--- src/rtl/mppt_pkg.sv ---
// mppt_pkg: shared channel map, ADC width and scan FSM encoding for the MPPT sense path.
// Latency: n/a (types, constants and a combinational helper only).
// Backpressure: n/a.
// Contents: NUM_CH, ADC_W, CH_* channel indices, scan_state_e, next_enabled().
package mppt_pkg;

  localparam int NUM_CH = 6;
  localparam int ADC_W  = 12;

  localparam int CH_BATT_V  = 0;
  localparam int CH_BATT_I  = 1;
  localparam int CH_SOLAR_V = 2;
  localparam int CH_SOLAR_I = 3;
  localparam int CH_TEMP1   = 4;
  localparam int CH_TEMP2   = 5;

  typedef enum logic [2:0] {
    IDLE,
    SEL,
    START,
    WAIT,
    STORE,
    PUBLISH
  } scan_state_e;

  // Lowest enabled channel index >= from. Bit 3 is the found flag, bits 2:0 the index.
  // Scanning downwards lets the lowest match overwrite higher ones.
  function automatic logic [3:0] next_enabled(input logic [NUM_CH-1:0] mask,
                                              input logic [2:0]        from);
    logic [3:0] r;
    r = '0;
    for (int i = NUM_CH - 1; i >= 0; i--) begin
      if (mask[i] && (i >= int'(from))) begin
        r = {1'b1, 3'(i)};
      end
    end
    return r;
  endfunction

endpackage

--- src/rtl/scan_timer.sv ---
// scan_timer: period counter producing a one-cycle tick on the wrap cycle.
// Latency: tick_o is combinational, high while count == PERIOD-1 and enable_i is set.
// Backpressure: none; counter is held at zero and no ticks are produced while enable_i is low.
// Ports: clk_i, rst_i (sync, active-high), enable_i, tick_o.
module scan_timer #(
  parameter int PERIOD = 1000
) (
  input  logic clk_i,
  input  logic rst_i,
  input  logic enable_i,
  output logic tick_o
);

  localparam int CW = (PERIOD > 1) ? $clog2(PERIOD) : 1;

  logic [CW-1:0] cnt_q, cnt_d;
  logic          wrap;

  assign wrap = (cnt_q == CW'(PERIOD - 1));

  always_comb begin
    cnt_d = cnt_q;
    if (!enable_i) begin
      cnt_d = '0;
    end else if (wrap) begin
      cnt_d = '0;
    end else begin
      cnt_d = cnt_q + CW'(1);
    end
  end

  always_ff @(posedge clk_i) begin
    if (rst_i) begin
      cnt_q <= '0;
    end else begin
      cnt_q <= cnt_d;
    end
  end

  assign tick_o = enable_i & wrap;

endmodule

--- src/rtl/adc_scan_sequencer.sv ---
// adc_scan_sequencer: periodic, averaged scan of six sense channels on one shared SAR ADC.
// Latency: tick -> first adc_start in 2 cycles; an all-masked scan pulses scan_done 2 cycles after tick.
// Backpressure: none; ticks while busy are dropped (overrun), a silent ADC is aborted after TIMEOUT_CYC.
// Ports: clk, rst (sync, active-high), enable, ch_mask, err_clr | adc_start, adc_ch, adc_done,
//        adc_data | result (6 x 12b, ch i at [12i+11:12i]), scan_done, busy, err_ch, overrun.
module adc_scan_sequencer
  import mppt_pkg::*;
#(
  parameter int SCAN_PERIOD = 1000,
  parameter int AVG_LOG2    = 2,
  parameter int TIMEOUT_CYC = 64
) (
  input  logic                    clk,
  input  logic                    rst,
  input  logic                    enable,
  input  logic [NUM_CH-1:0]       ch_mask,
  input  logic                    err_clr,
  output logic                    adc_start,
  output logic [2:0]              adc_ch,
  input  logic                    adc_done,
  input  logic [ADC_W-1:0]        adc_data,
  output logic [NUM_CH*ADC_W-1:0] result,
  output logic                    scan_done,
  output logic                    busy,
  output logic [NUM_CH-1:0]       err_ch,
  output logic                    overrun
);

  localparam int ACC_W = ADC_W + AVG_LOG2;
  localparam int NSAMP = 1 << AVG_LOG2;
  localparam int CNT_W = AVG_LOG2 + 1;
  localparam int TO_W  = $clog2(TIMEOUT_CYC + 1);

  scan_state_e              state_q, state_d;
  logic [NUM_CH-1:0]        mask_q, mask_d;
  logic [2:0]               idx_q, idx_d;
  logic [ACC_W-1:0]         acc_q, acc_d;
  logic [CNT_W-1:0]         smp_q, smp_d;
  logic [TO_W-1:0]          to_q, to_d;
  logic [NUM_CH*ADC_W-1:0]  shadow_q, shadow_d;
  logic [NUM_CH*ADC_W-1:0]  result_q, result_d;
  logic [NUM_CH-1:0]        err_q, err_d, err_set;
  logic                     ovr_q, ovr_d, ovr_set;
  logic                     tick;
  logic [3:0]               nxt;

  scan_timer #(
    .PERIOD (SCAN_PERIOD)
  ) u_timer (
    .clk_i    (clk),
    .rst_i    (rst),
    .enable_i (enable),
    .tick_o   (tick)
  );

  always_comb begin
    state_d   = state_q;
    mask_d    = mask_q;
    idx_d     = idx_q;
    acc_d     = acc_q;
    smp_d     = smp_q;
    to_d      = to_q;
    shadow_d  = shadow_q;
    result_d  = result_q;
    err_set   = '0;
    adc_start = 1'b0;
    nxt       = next_enabled(mask_q, idx_q);

    case (state_q)
      IDLE: begin
        if (tick) begin
          mask_d  = ch_mask;
          idx_d   = '0;
          state_d = SEL;
        end
      end
      SEL: begin
        if (nxt[3]) begin
          idx_d   = nxt[2:0];
          acc_d   = '0;
          smp_d   = '0;
          state_d = START;
        end else begin
          // Load the published copy on entry to PUBLISH so result and scan_done line up.
          result_d = shadow_q;
          state_d  = PUBLISH;
        end
      end
      START: begin
        adc_start = 1'b1;
        to_d      = '0;
        state_d   = WAIT;
      end
      WAIT: begin
        // done wins over a timeout expiring in the same cycle
        if (adc_done) begin
          acc_d = acc_q + ACC_W'(adc_data);
          smp_d = smp_q + CNT_W'(1);
          if (smp_q == CNT_W'(NSAMP - 1)) begin
            state_d = STORE;
          end else begin
            state_d = START;
          end
        end else if (to_q == TO_W'(TIMEOUT_CYC - 1)) begin
          err_set[idx_q] = 1'b1;
          idx_d          = idx_q + 3'd1;
          state_d        = SEL;
        end else begin
          to_d = to_q + TO_W'(1);
        end
      end
      STORE: begin
        shadow_d[int'(idx_q)*ADC_W +: ADC_W] = ADC_W'(acc_q >> AVG_LOG2);
        idx_d   = idx_q + 3'd1;
        state_d = SEL;
      end
      PUBLISH: begin
        state_d = IDLE;
      end
      default: begin
        state_d = IDLE;
      end
    endcase

    ovr_set = tick & (state_q != IDLE);

    // clear beats a same-cycle set
    if (err_clr) begin
      err_d = '0;
      ovr_d = 1'b0;
    end else begin
      err_d = err_q | err_set;
      ovr_d = ovr_q | ovr_set;
    end
  end

  always_ff @(posedge clk) begin
    if (rst) begin
      state_q  <= IDLE;
      mask_q   <= '0;
      idx_q    <= '0;
      acc_q    <= '0;
      smp_q    <= '0;
      to_q     <= '0;
      shadow_q <= '0;
      result_q <= '0;
      err_q    <= '0;
      ovr_q    <= 1'b0;
    end else begin
      state_q  <= state_d;
      mask_q   <= mask_d;
      idx_q    <= idx_d;
      acc_q    <= acc_d;
      smp_q    <= smp_d;
      to_q     <= to_d;
      shadow_q <= shadow_d;
      result_q <= result_d;
      err_q    <= err_d;
      ovr_q    <= ovr_d;
    end
  end

  assign adc_ch    = idx_q;
  assign result    = result_q;
  assign scan_done = (state_q == PUBLISH);
  assign busy      = (state_q != IDLE);
  assign err_ch    = err_q;
  assign overrun   = ovr_q;

endmodule
--- config.mk ---
export PLATFORM = sky130hd
export DESIGN_NAME = adc_scan_sequencer
export DESIGN_NICKNAME = d
export VERILOG_FILES = /design/src/rtl/mppt_pkg.sv /design/src/rtl/scan_timer.sv /design/src/rtl/adc_scan_sequencer.sv
export SDC_FILE = /design/constraint.sdc
export NUM_CORES = 1
export LEC_CHECK = 0
export ABC_AREA = 1
export CAP_MARGIN = 20
export CELL_PAD_IN_SITES_DETAIL_PLACEMENT = 0
export CELL_PAD_IN_SITES_GLOBAL_PLACEMENT = 1
export CORE_ASPECT_RATIO = 2
export CORE_MARGIN = 1.5
export CORE_UTILIZATION = 42
export CTS_BUF_LIST = sky130_fd_sc_hd__clkbuf_4 sky130_fd_sc_hd__clkbuf_8
export CTS_CLUSTER_DIAMETER = 30
export DETAILED_ROUTE_END_ITERATION = 10
export HOLD_SLACK_MARGIN = 0.05
export PLACE_DENSITY_LB_ADDON = 0.15
export SLEW_MARGIN = 25
export SYNTH_ARGS = -nofsm -noshare
export SYNTH_HDL_FRONTEND = slang
export SYNTH_SLANG_ARGS = --single-unit
--- constraint.sdc ---
create_clock -name clk -period 3.9 [get_ports clk]
set_input_delay 0.78 -clock clk [delete_from_list [all_inputs] [get_ports clk]]
set_output_delay 0.78 -clock clk [all_outputs]
set_load 0.01 [all_outputs]
Yosys cells after proc, flatten, opt, wreduce, memory -nomap -nowiden
Cells that the tools add are included.
{"block": "word_totals", "ff_bits": 197, "latchBits": 0, "ram_bits": 0, "romBits": 0, "input_bits": 23, "mem_count": 0}
{"block": "op_classes", "n_addsub": 6, "mul": 1, "div_mod_pow": 0, "magnitude_cmp": 8, "n_eq_ne": 15, "n_shift": 2, "mux": 33, "n_bitwise": 6, "reduce_logical": 20}
{"cell": "$bwmux 72", "count": 1}
{"cell": "$shift 12x33->72 const A", "count": 1}
{"cell": "$shiftx 12x33->72", "count": 1}
{"cell": "$mux 3", "count": 11}
{"cell": "$neg 7->33", "count": 1}
{"cell": "$mux 14", "count": 2}
{"cell": "$pmux 14 s2", "count": 1}
{"cell": "$mux 4", "count": 6}
{"cell": "$mux 6", "count": 3}
{"cell": "$pmux 3 s5", "count": 1}
{"cell": "$add 14x12->14", "count": 1}
{"cell": "$mux 7", "count": 2}
{"cell": "$pmux 7 s2", "count": 1}
{"cell": "$ne 2x2->1 const B", "count": 6}
{"cell": "$pmux 3 s4", "count": 1}
{"cell": "$add 10x1->10 const B", "count": 1}
{"cell": "$eq 10x10->1 const B", "count": 1}
{"cell": "$eq 3x2->1 const B", "count": 3}
{"cell": "$add 7x1->7 const B", "count": 1}
{"cell": "$eq 7x6->1 const B", "count": 1}
{"cell": "$logic_and 1x1->1", "count": 7}
{"cell": "$add 3x1->3 const B", "count": 2}
{"cell": "$eq 3x3->1 const B", "count": 2}
{"cell": "$ge 1x3->1 const A", "count": 2}
{"cell": "23 further kinds", "count": 32}

Logic depth before layout (Yosys ltp)
{"block": "logic_depth", "word_depth": 10, "ltp_mapped": 19, "mapped_depth_nobuf": 16}

Cells and area by module
A second synthesis with hierarchy kept.
{"block": "unflattened", "cells_unflattened": 1431, "hier_area_um2": 9640.5}
{"mod": "adc_scan_sequencer", "instances": 1, "cells_per_inst": 1363, "area_each_um2": 9156.3}
{"mod": "scan_timer", "instances": 1, "cells_per_inst": 68, "area_each_um2": 484.2}

Worst setup path after synthesis
Ideal clock, no wire load.
{"block": "synth_timing", "path_type": "register to register", "startpoint": "register idx_q[1] (netlist: adc_ch[1])", "endpoint": "register shadow_q[63]", "setup_time_ps": 70, "arrival_ps": 2983, "required_ps": 3830, "slack_ps": 846, "path_stages_with_launch": 15, "path_buffers": 2, "cell_sequence": "dfxtp_1 > ha_1 > fa_1 > nor2_1 > inv_1 > nor2_2 > ha_1 > buf_4 > inv_1 > buf_2 > nor4_1 > nand3_1 > inv_1 > nand2_1 > a21oi_1"}
{"block": "synth_between", "elab_chain_cells": 4}
{"element": "from (decl)", "line": "adc_scan_sequencer.sv:36", "text": "logic [2:0] idx_q, idx_d;"}
{"element": "from (signal assigned)", "line": "adc_scan_sequencer.sv:152", "text": "idx_q <= idx_d;"}
{"element": "$mul 3x2->5 (*)", "line": "adc_scan_sequencer.sv:113", "text": "shadow_d[int'(idx_q)*ADC_W +: ADC_W] = ADC_W'(acc_q >> AVG_LOG2);"}
{"element": "$neg 7->33 (*)", "line": "adc_scan_sequencer.sv:113"}
{"element": "$shiftx 12x33->72 or $shift 12x33->72 (tied branches)", "line": "adc_scan_sequencer.sv:113"}
{"element": "$bwmux 72 (*)", "line": "adc_scan_sequencer.sv:113"}
{"element": "to (signal assigned)", "line": "adc_scan_sequencer.sv:156", "text": "shadow_q <= shadow_d;"}
{"element": "to (decl)", "line": "adc_scan_sequencer.sv:40", "text": "logic [NUM_CH*ADC_W-1:0] shadow_q, shadow_d;"}
Every way passes the cells marked *; elsewhere a longest branch is shown, timed or not.
A chain may end at the register's enable or synchronous reset.

Final worst setup path
{"block": "layout_timing", "startpoint": "register idx_q[1] (netlist: adc_ch[1])", "endpoint": "register shadow_q[24]"}
Same word-level chain as after synthesis.

==> flow_metrics.tcl <==
set metrics [dict create \
    status "complete, no violations" \
    post-route-period-util_pct 87.8 \
    grt_usage_pct 24.5 \
    place.gp.congestion 0.962 \
    crit_required_ns 4.30 \
    syn_area_per_cell_um2 6.81 \
    ant_nets 0 \
    n_antenna_cell 0 \
    ys_seq_area_share_pct 40.6 \
    dr.pass1.iters 5 \
    finalClockSkew_ns 0.0156 \
    crit_fanout 11 \
    port_buffers 107 \
    vias 9212 \
    finalSetupViolations 0 \
    finalSetupTns_ns 0 \
    hold_class "reg2reg" \
    max_stage_delay_ns 0.62 \
    design.core.area_mm2 0.0227 \
    antenna_found_initial 0 \
    post_cts_buffers 0 \
    power_mw 6.54 \
    root_buffer "clkbuf_8" \
    grt_setup_unrepaired "no" \
    finalNetCount 1572 \
    fmax_mhz 292 \
    syn_area_mm2 0.00971 \
    via_per_inst 5.08 \
    hold_buffers 0 \
    drtIter0Drc 417 \
    cts_resized 0 \
    crit_type "reg2reg" \
    drv_slew 0 \
    ios 108 \
    clk_latency_ns 0.51 \
    grt_pass1_wl_mm 46.1 \
    ys_seq_elements 197 \
    cts_buffers 17 \
    hpwl_mm 22.6 \
    ys.flop_type "dfxtp_1" \
    clock_path_buffers 2 \
    vdd_ir_drop_max_mv 0.385 \
    crit_buf_inv 3 \
    avgRoutedWirePerCell_um 16.1 \
    cp-start-kind "flip-flop" \
    cts_tree "built" \
    hold_violations 0 \
    drc_errors 0 \
    area_delta_synth_final_pct 18.4 \
    postSynthCellCount 1427 \
    power.density_mw_per_mm2 569 \
    period_needed_ns 3.43 \
    fin_hold_ws_ns 0.456 \
    path_clk_slew_ns 0.11 \
    r2r-start "adc_ch[1]" \
    worstPathArrival_ns 3.82 \
    core.rowCount 78 \
    grt_pass1_vias 8907 \
    synth.distinct_cells 41 \
    relSlewSlack_pct 53.9 \
    hold_start "shadow_q[23]" \
    crit_path_top_delay_cell "ha_1" \
    power_leakage_nw 4.79 \
    cts.sinks 197 \
    async_reset_ff_share_pct 0 \
    critPathLaunch "adc_ch[1]" \
    crit_family "simple AND/OR/NAND/NOR gates" \
    wirelength_mm 29.2 \
    tightest_slew_ns 0.684 \
    cp-end-kind "flip-flop" \
    final-seq-area_mm2 0.00394 \
    syn_nets 1479 \
    maxCapViolations 0 \
    fillers 2445 \
    drive_gt1_share_pct 6.98 \
    path_cells "inv_1 -> ha_1 -> inv_4 -> nand2_4 -> nor2_4 -> nand2_1 -> nand2_2 -> inv_2 -> nand2_2 -> nor2_4 -> nand3_1 -> nor2_1 -> nor2_1" \
    yosys_warnings 0 \
    gr-total-overflow 0 \
    die_area_mm2 0.0241 \
    die_w_um 111 \
    grt_max_degree 55 \
    initial_core_util_pct 42.7 \
    htree_levels 4 \
    multi_input_area_mm2 0.00492 \
    die_y_um 218 \
    synth_edf_count 0 \
]
[layer usage]
metal	up-vias	wire, um	GRT usage (%)
li1	4776	-	-
met4	0	1200	11.9
met2	137	16500	48.3
met1	4244	10800	24.5
met3	55	685	3.81
met5	-	0	0
[worst paths after layout]
path | endpoint | slack [ns] | depth (start not counted)
setup / recovery | shadow_q[24] | 0.47 | 13
setup reg to reg | shadow_q[24] | 0.47 | 13
hold reg to reg | result[23] | 0.46 | 2
hold / removal | result[23] | 0.46 | 2
[report_power, final]
| part | internal (mW) | switching, mW | total [mW] |
|---|---|---|---|
| clock network | 0.685 | 0.764 | 1.45 |
| registers | 2.38 | 0.209 | 2.59 |
| logic | 1.05 | 1.45 | 2.50 |
| total | 4.12 | 2.42 | 6.54 |
[tightest hold or removal path: stages, from the launching register on]
cell and delay (ns):
dfxtp_1 0.31, inv_1 0.06, a21oi_1 0.05
[area by class of cell]
cell class,count,share of cell area (%)
Clock inverter,12,1.46
Clock buffer,20,2.34
Inverter,147,4.86
Timing Repair Buffer,134,11.2
Sequential cell,197,34.3
Tap cell,280,3.05
Multi-Input combinational cell,1023,42.8
[logic make-up after synthesis]
kind of cell / share of synthesized area (%)
fa+ha+maj: 3.89
buf+inv: 8.73
compound gates: 15.0
simple gates: 31.0
xor+xnor: 0.721
flops: 40.6
[per-stage QoR]
stage,util (%),area (um2),cells,setup slack (ns)
after floorplan,-,9710,1427,0.846
after global placement,48.7,11100,1781,0.563
after detailed placement,48.7,11100,1781,0.510
after CTS,50.6,11500,1813,0.460
after global routing,50.6,11500,1813,0.0901
final,50.6,11500,1813,0.475
[registers in the layout (all words and copies together), names as in the netlist]
| signal | flops |
|---|---|
| shadow_q | 72 |
| err_ch | 6 |
| state_q | 3 |
| mask_q | 6 |
| adc_ch | 3 |
| u_timer.cnt_q | 10 |
| result | 72 |
| smp_q | 3 |
| to_q | 7 |
| overrun | 1 |
| acc_q | 14 |
[cells in the mapped netlist, drive strengths merged (2+ instances only)]
master,number,area (um2)
a21oi,132,676
a31oi,3,18.8
buf,29,173
clkbuf,31,116
dfxtp,197,3940
fa,2,40.0
ha,27,338
inv,147,559
nand2,321,1240
nand3,97,510
nand3b,7,52.6
nand4,19,140
nor2,247,993
nor3,7,35.0
o21ai,136,681
o22ai,3,18.8
o31ai,5,37.5
or2,4,25.0
xnor2,3,26.3
xor2,5,43.8
[cells in the final DEF (no fill, tap or decap), drive strengths merged]
cell and instances:
nor3b 1, clkdlybuf4s50 106, ha 27, nand3b 7
xnor2 3, nor2 247, inv 150, nand2 321
clkinvlp 5, o21a 1, clkbuf 20, or2 4
fa 2, nand4 19, xor2 5, o21ai 136
nand3 97, buf 28, a21oi 132, dfxtp 197
nor4 1, o211ai 1, a31oi 3, nor3 7
o31ai 5, clkinv 1, bufinv 3, o2111a 1
o22ai 3
No activity file was read; power rests on OpenSTA's default activity.
